## src/rtl/alu_result_unpack.sv

```systemverilog
// alu_result_unpack: splits one ALU result into per-thread register-file writes.
// Mode 1 sends the full result to thread A; mode 0 sends the low lane to A and
// the high lane to B. Each lane is held until its write port accepts it.
//
// Ports:
//   clk, rst               clock, synchronous active-high reset
//   in_valid/in_ready      result handshake (in_ready combinational from wb*_ready)
//   in_result, in_mode     XLEN result, 1 = full width, 0 = dual lane
//   in_rdA, in_rdB         destination registers for thread A / B
//   wbA_*, wbB_*           per-thread write request (valid/ready/rd/data)
//   busy                   at least one lane pending
//
// Option: define ALU_UNPACK_SEXT_EN to sign-extend mode-0 lanes (default zero-extend).

module alu_result_unpack #(
    parameter int XLEN   = 64,
    parameter int REG_AW = 5
) (
    input  logic              clk,
    input  logic              rst,
    input  logic              in_valid,
    output logic              in_ready,
    input  logic [XLEN-1:0]   in_result,
    input  logic              in_mode,
    input  logic [REG_AW-1:0] in_rdA,
    input  logic [REG_AW-1:0] in_rdB,
    output logic              wbA_valid,
    input  logic              wbA_ready,
    output logic [REG_AW-1:0] wbA_rd,
    output logic [XLEN-1:0]   wbA_data,
    output logic              wbB_valid,
    input  logic              wbB_ready,
    output logic [REG_AW-1:0] wbB_rd,
    output logic [XLEN-1:0]   wbB_data,
    output logic              busy
);

    localparam int LW = XLEN / 2;

    typedef enum logic [1:0] {
        EMPTY,
        A_ONLY,
        B_ONLY,
        BOTH
    } lane_state_e;

    lane_state_e state, state_nxt;

    logic              pend_a;
    logic              pend_b;
    logic              take;
    logic              new_a;
    logic              new_b;
    logic [XLEN-1:0]   lane_lo;
    logic [XLEN-1:0]   lane_hi;
    logic [REG_AW-1:0] a_rd_q;
    logic [REG_AW-1:0] b_rd_q;
    logic [XLEN-1:0]   a_data_q;
    logic [XLEN-1:0]   b_data_q;

    assign pend_a = (state == BOTH) || (state == A_ONLY);
    assign pend_b = (state == BOTH) || (state == B_ONLY);

`ifdef ALU_UNPACK_SEXT_EN
    assign lane_lo = {{LW{in_result[LW-1]}}, in_result[LW-1:0]};
    assign lane_hi = {{LW{in_result[XLEN-1]}}, in_result[XLEN-1:LW]};
`else
    assign lane_lo = {{LW{1'b0}}, in_result[LW-1:0]};
    assign lane_hi = {{LW{1'b0}}, in_result[XLEN-1:LW]};
`endif

    // Ready when every still-pending lane drains this cycle, so a new
    // entry can replace the old one without a bubble.
    always_comb begin
        in_ready  = (!pend_a || wbA_ready) && (!pend_b || wbB_ready);
        take      = in_valid && in_ready;
        new_a     = pend_a && !wbA_ready;
        new_b     = pend_b && !wbB_ready;
        state_nxt = state;
        if (take) begin
            // Register 0 is never written, so those lanes start out done.
            new_a = (in_rdA != '0);
            new_b = !in_mode && (in_rdB != '0);
        end
        unique case ({new_b, new_a})
            2'b11:   state_nxt = BOTH;
            2'b01:   state_nxt = A_ONLY;
            2'b10:   state_nxt = B_ONLY;
            default: state_nxt = EMPTY;
        endcase
    end

    always_ff @(posedge clk) begin
        if (rst) begin
            state    <= EMPTY;
            a_rd_q   <= '0;
            b_rd_q   <= '0;
            a_data_q <= '0;
            b_data_q <= '0;
        end else begin
            state <= state_nxt;
            if (take) begin
                a_rd_q   <= in_rdA;
                b_rd_q   <= in_rdB;
                a_data_q <= in_mode ? in_result : lane_lo;
                b_data_q <= lane_hi;
            end
        end
    end

    assign wbA_valid = pend_a;
    assign wbB_valid = pend_b;
    assign wbA_rd    = a_rd_q;
    assign wbB_rd    = b_rd_q;
    assign wbA_data  = a_data_q;
    assign wbB_data  = b_data_q;
    assign busy      = pend_a || pend_b;

endmodule

```

## config.mk

```make
export PLATFORM = sky130hd
export DESIGN_NAME = alu_result_unpack
export DESIGN_NICKNAME = d
export VERILOG_FILES = /design/src/rtl/alu_result_unpack.sv
export SDC_FILE = /design/constraint.sdc
export NUM_CORES = 1
export LEC_CHECK = 0
export CORE_ASPECT_RATIO = 1.2
export CORE_MARGIN = 3
export CORE_UTILIZATION = 45
export DETAILED_ROUTE_END_ITERATION = 12
export PLACE_DENSITY = 0.87
export SLEW_MARGIN = 20
export SYNTH_ARGS = -nofsm -noshare
export SYNTH_HDL_FRONTEND = slang
export SYNTH_SLANG_ARGS = --single-unit
```

## constraint.sdc

```tcl
create_clock -name clk -period 2.6 [get_ports clk]
set_input_delay 0.52 -clock clk [delete_from_list [all_inputs] [get_ports clk]]
set_output_delay 0.52 -clock clk [all_outputs]
set_load 0.02 [all_outputs]
```

==> impl_metrics.csv <==
group,metric,value,unit
setup_path,startpoint,"wbB_ready",
logic_synthesis,ys_types,27,
placement,routabilityCongestion,0.7937,
floorplanning,num_rows,41,
floorplanning,core-area,0.01072,mm²
setup_path,cp_num_buf_inv,2,
setup_path,cp_max_fo,2,
setup_path,critPathLaunchType,"input pin",
logic_synthesis,avgSynthCellArea,9.164,µm²
global_route,grt_start_max_net_pins,78,
logic_synthesis,synth_edf_count,0,
final_layout,area_growth,41.56,%
route,drc,0,
clocking,tritoncts,"yes",
power,p_sw_share,25.83,%
power,p_int,0.003141,W
route,drt_first_iter_violations,270,
timing,holdWs,466.1,ps
setup_path,cp_data_required_time,2080,ps
timing,hold_viol_final,0,
power,powerDensity,594.5,mW/mm²
clocking,ctsRootBufferMaster,"clkbuf_16",
clocking,post_cts_buffers,0,
min_path,hp-start,"wbA_data[3]",
final_layout,nNetsFinal,767,
floorplanning,die_y,121.8,µm
timing,slew_headroom,41.65,%
power,power,0.004234,W
timing,rsz0062_at_grt,"false",
floorplanning,ioPinCount,222,
final_layout,antennaDiodeCount,0,
route,avgRoutedWirePerCell,18.14,µm
route,finalWirelength,14.89,mm
global_route,grt_pass1_wl,22.99,mm
route,ant_nets,0,
power,pwr-share-clk,37.2,%
timing,setup_viol_count_final,0,
power,p_leak,2.689,nW
setup_path,r2r-end,"wbA_data[56]",
placement,dp_hpwl,9.931,mm
logic_synthesis,synth_warnings,0,
timing,layout_setup_ws,437.5,ps
power,irDropWorstVdd,283.6,µV
timing,fin_crit_sh,83.17,%
floorplanning,die_area,0.01249,mm²
timing,drv_slew,0,
floorplanning,initial_utilization,46.92,%
clocking,clockBufferDepth,2,
timing,fin_crit,2163,ps
global_route,grt_usage,23.03,%
job,maxCapViolCount,0,
logic_synthesis,synth_ff_type,"dfxtp_1",
timing,skew,4.961,ps
logic_synthesis,ys_ff_latch,108,
min_path,hold_class,"flip-flop to flip-flop",
floorplanning,fp.dieW,102.5,µm
setup_path,critPathSlowestCell,"clkdlybuf4s50_1",
placement,io_buffers,189,
setup_path,worst_setup_path_end_kind,"output port",
run_status,status,"finished, final reports clean",
logic_synthesis,syn_area,0.005031,mm²
power,netSwitchingPower,0.001094,W
route,vias,4753,
setup_path,critPathMaxStageDelay,470,ps
logic_synthesis,synth_cells,549,
global_route,grt_overflow_total,0,
timing,setup-tns-final,0,ps
route,drt-pass1-iter-count,5,
clocking,clk_pin_slew,70,ps
global_route,antenna_found_initial,0,
clocking,cts-buffers-inserted,9,
global_route,grt_pass1_vias,4490,
power,p_comb_share,20.3,%
clocking,cts-htree-levels,3,
final_layout,stdcell_count,821,
setup_path,rr_worst_depth,5,
clocking,clock-sinks,108,
setup_path,timing.rr.start,"state[1]",
setup_path,crit_path_end,"in_ready",
final_layout,drive_gt1_share,5.347,%
setup_path,criticalPathCategory,"input pin to output port",
setup_path,cp_cell_sequence,"clkdlybuf4s50_1 -> and2b_2 -> nor2_1 -> dlymetal6s2s_1",
route,vias_per_cell,5.789,
timing,worst_pin_slew,875.2,ps
placement,pre_cts_ws,66.77,ps
setup_path,critical-path-top-delay-family,"buffers and inverters",
clocking,ctsHoldBuffers,0,
setup_path,arrival,1640,ps
setup_path,r2r_slack,790,ps
placement,dp_cells,805,
logic_synthesis,yosysSeqAreaShare,42.97,%
power,p_seq_share,42.6,%
timing,fmax,462.4,MHz
clocking,clkLatencyLatePin,340,ps
logic_synthesis,ys_async_sr_fraction,0,%
setup_path,worst-path-stages,4,
## worst min-delay path by stage
stage	to	slack, ps	cells after the start
after global placement	wbA_data[31]	450	2
after detailed placement	wbA_data[3]	460	2
after global routing	wbA_data[47]	490	2
final	wbA_data[3]	470	2
after floorplan	wbA_data[32]	550	2
after CTS	wbA_data[3]	470	2
## sequential cells by signal, summed over array words and instances, names as in the netlist
register  count
state         2
wbB_rd        5
wbA_data     64
wbB_data     32
wbA_rd        5
## cells by family after synthesis
kind of cell           share of synthesized area [%]
AOI/OAI and AO/OA                              18.93
and+or+nand+nor                                19.52
DFF                                            42.97
buffers and inverters                          12.14
muxes                                          6.367
other                                        0.07454
## cell usage in the layout, fill, tap and decap left out
master and instances:
nand2b_1 32, clkinv_2 1, and2b_2 1, buf_12 6, conb_1 32, a21oi_1 76
clkbuf_16 9, nor2b_4 1, or2_2 1, clkdlybuf4s50_1 186, o31ai_1 74, nand2b_2 1
bufinv_16 3, nand3b_1 32, or2b_2 1, clkbuf_8 2, buf_4 8, mux2i_1 32
nor3_4 1, a211oi_1 1, nand4_1 74, nor3_1 2, o2111ai_1 1, buf_2 1
dlymetal6s2s_1 1, dfxtp_1 108, clkbuf_1 1, inv_2 1, inv_1 1, nor2_1 1
or4_1 1
## area by class of cell
class | count | area, µm²
Timing Repair Buffer | 202 | 2059
Tap cell | 129 | 161.4
Sequential cell | 108 | 2162
Clock inverter | 4 | 95.09
Inverter | 2 | 7.507
Multi-Input combinational cell | 364 | 2380
Fill cell | 866 | 3600
Clock buffer | 12 | 256.5
## power groups by stage
stage | Sequential, W | Combinational (W) | Clock (W)
global placement | 0.00184 | 0.000837 | 0
floorplan | 0.00195 | 0.000388 | 0
detailed placement | 0.00184 | 0.000855 | 0
finish | 0.00180 | 0.000858 | 0.00157
global route | 0.00181 | 0.000914 | 0.00166
CTS | 0.00180 | 0.000858 | 0.00160
## tightest hold or removal path, stage by stage, from the launching register on
cell,delay [ps]
dfxtp_1,310
o31ai_1,60
a21oi_1,60
## what timing repair did
action / in CTS / in global routing
endpoints found under the hold margin: 0 / 0
resized for setup: 0 / 1
setup endpoints to repair: 0 / 1
## per-layer routing
metal  global-route usage (%)  vias up  share of wire (%)
li1                         -     2263                  -
met1                    28.72     2250                 40
met2                    38.09      207                 50
met3                    4.181       33                6.6
met4                    10.83        0                3.4
met5                        0        -                  0
## per-stage QoR
step | instance area, µm² | utilization, %
2_1_floorplan | 5147 | -
3_5_place_dp | 6768 | 63.12
5_1_grt | 7122 | 66.43
3_3_place_gp | 6768 | 63.12
6_report | 7122 | 66.43
4_1_cts | 7119 | 66.40
## cell usage after synthesis, types with 2 or more instances
cell type	number	area share (%)
buf_4	34	5.1
buf_6	2	0.45
dfxtp_1	108	43
o31ai_1	74	11
nand2b_1	33	4.1
nand4_1	74	9.2
mux2i_1	32	6.4
buf_2	22	2.2
buf_1	9	0.67
nand3b_1	32	4.8
a21oi_1	76	7.6
buf_8	3	0.90
nor3_1	2	0.20
clkbuf_1	35	2.6
Power figures use the tool's default switching activity.
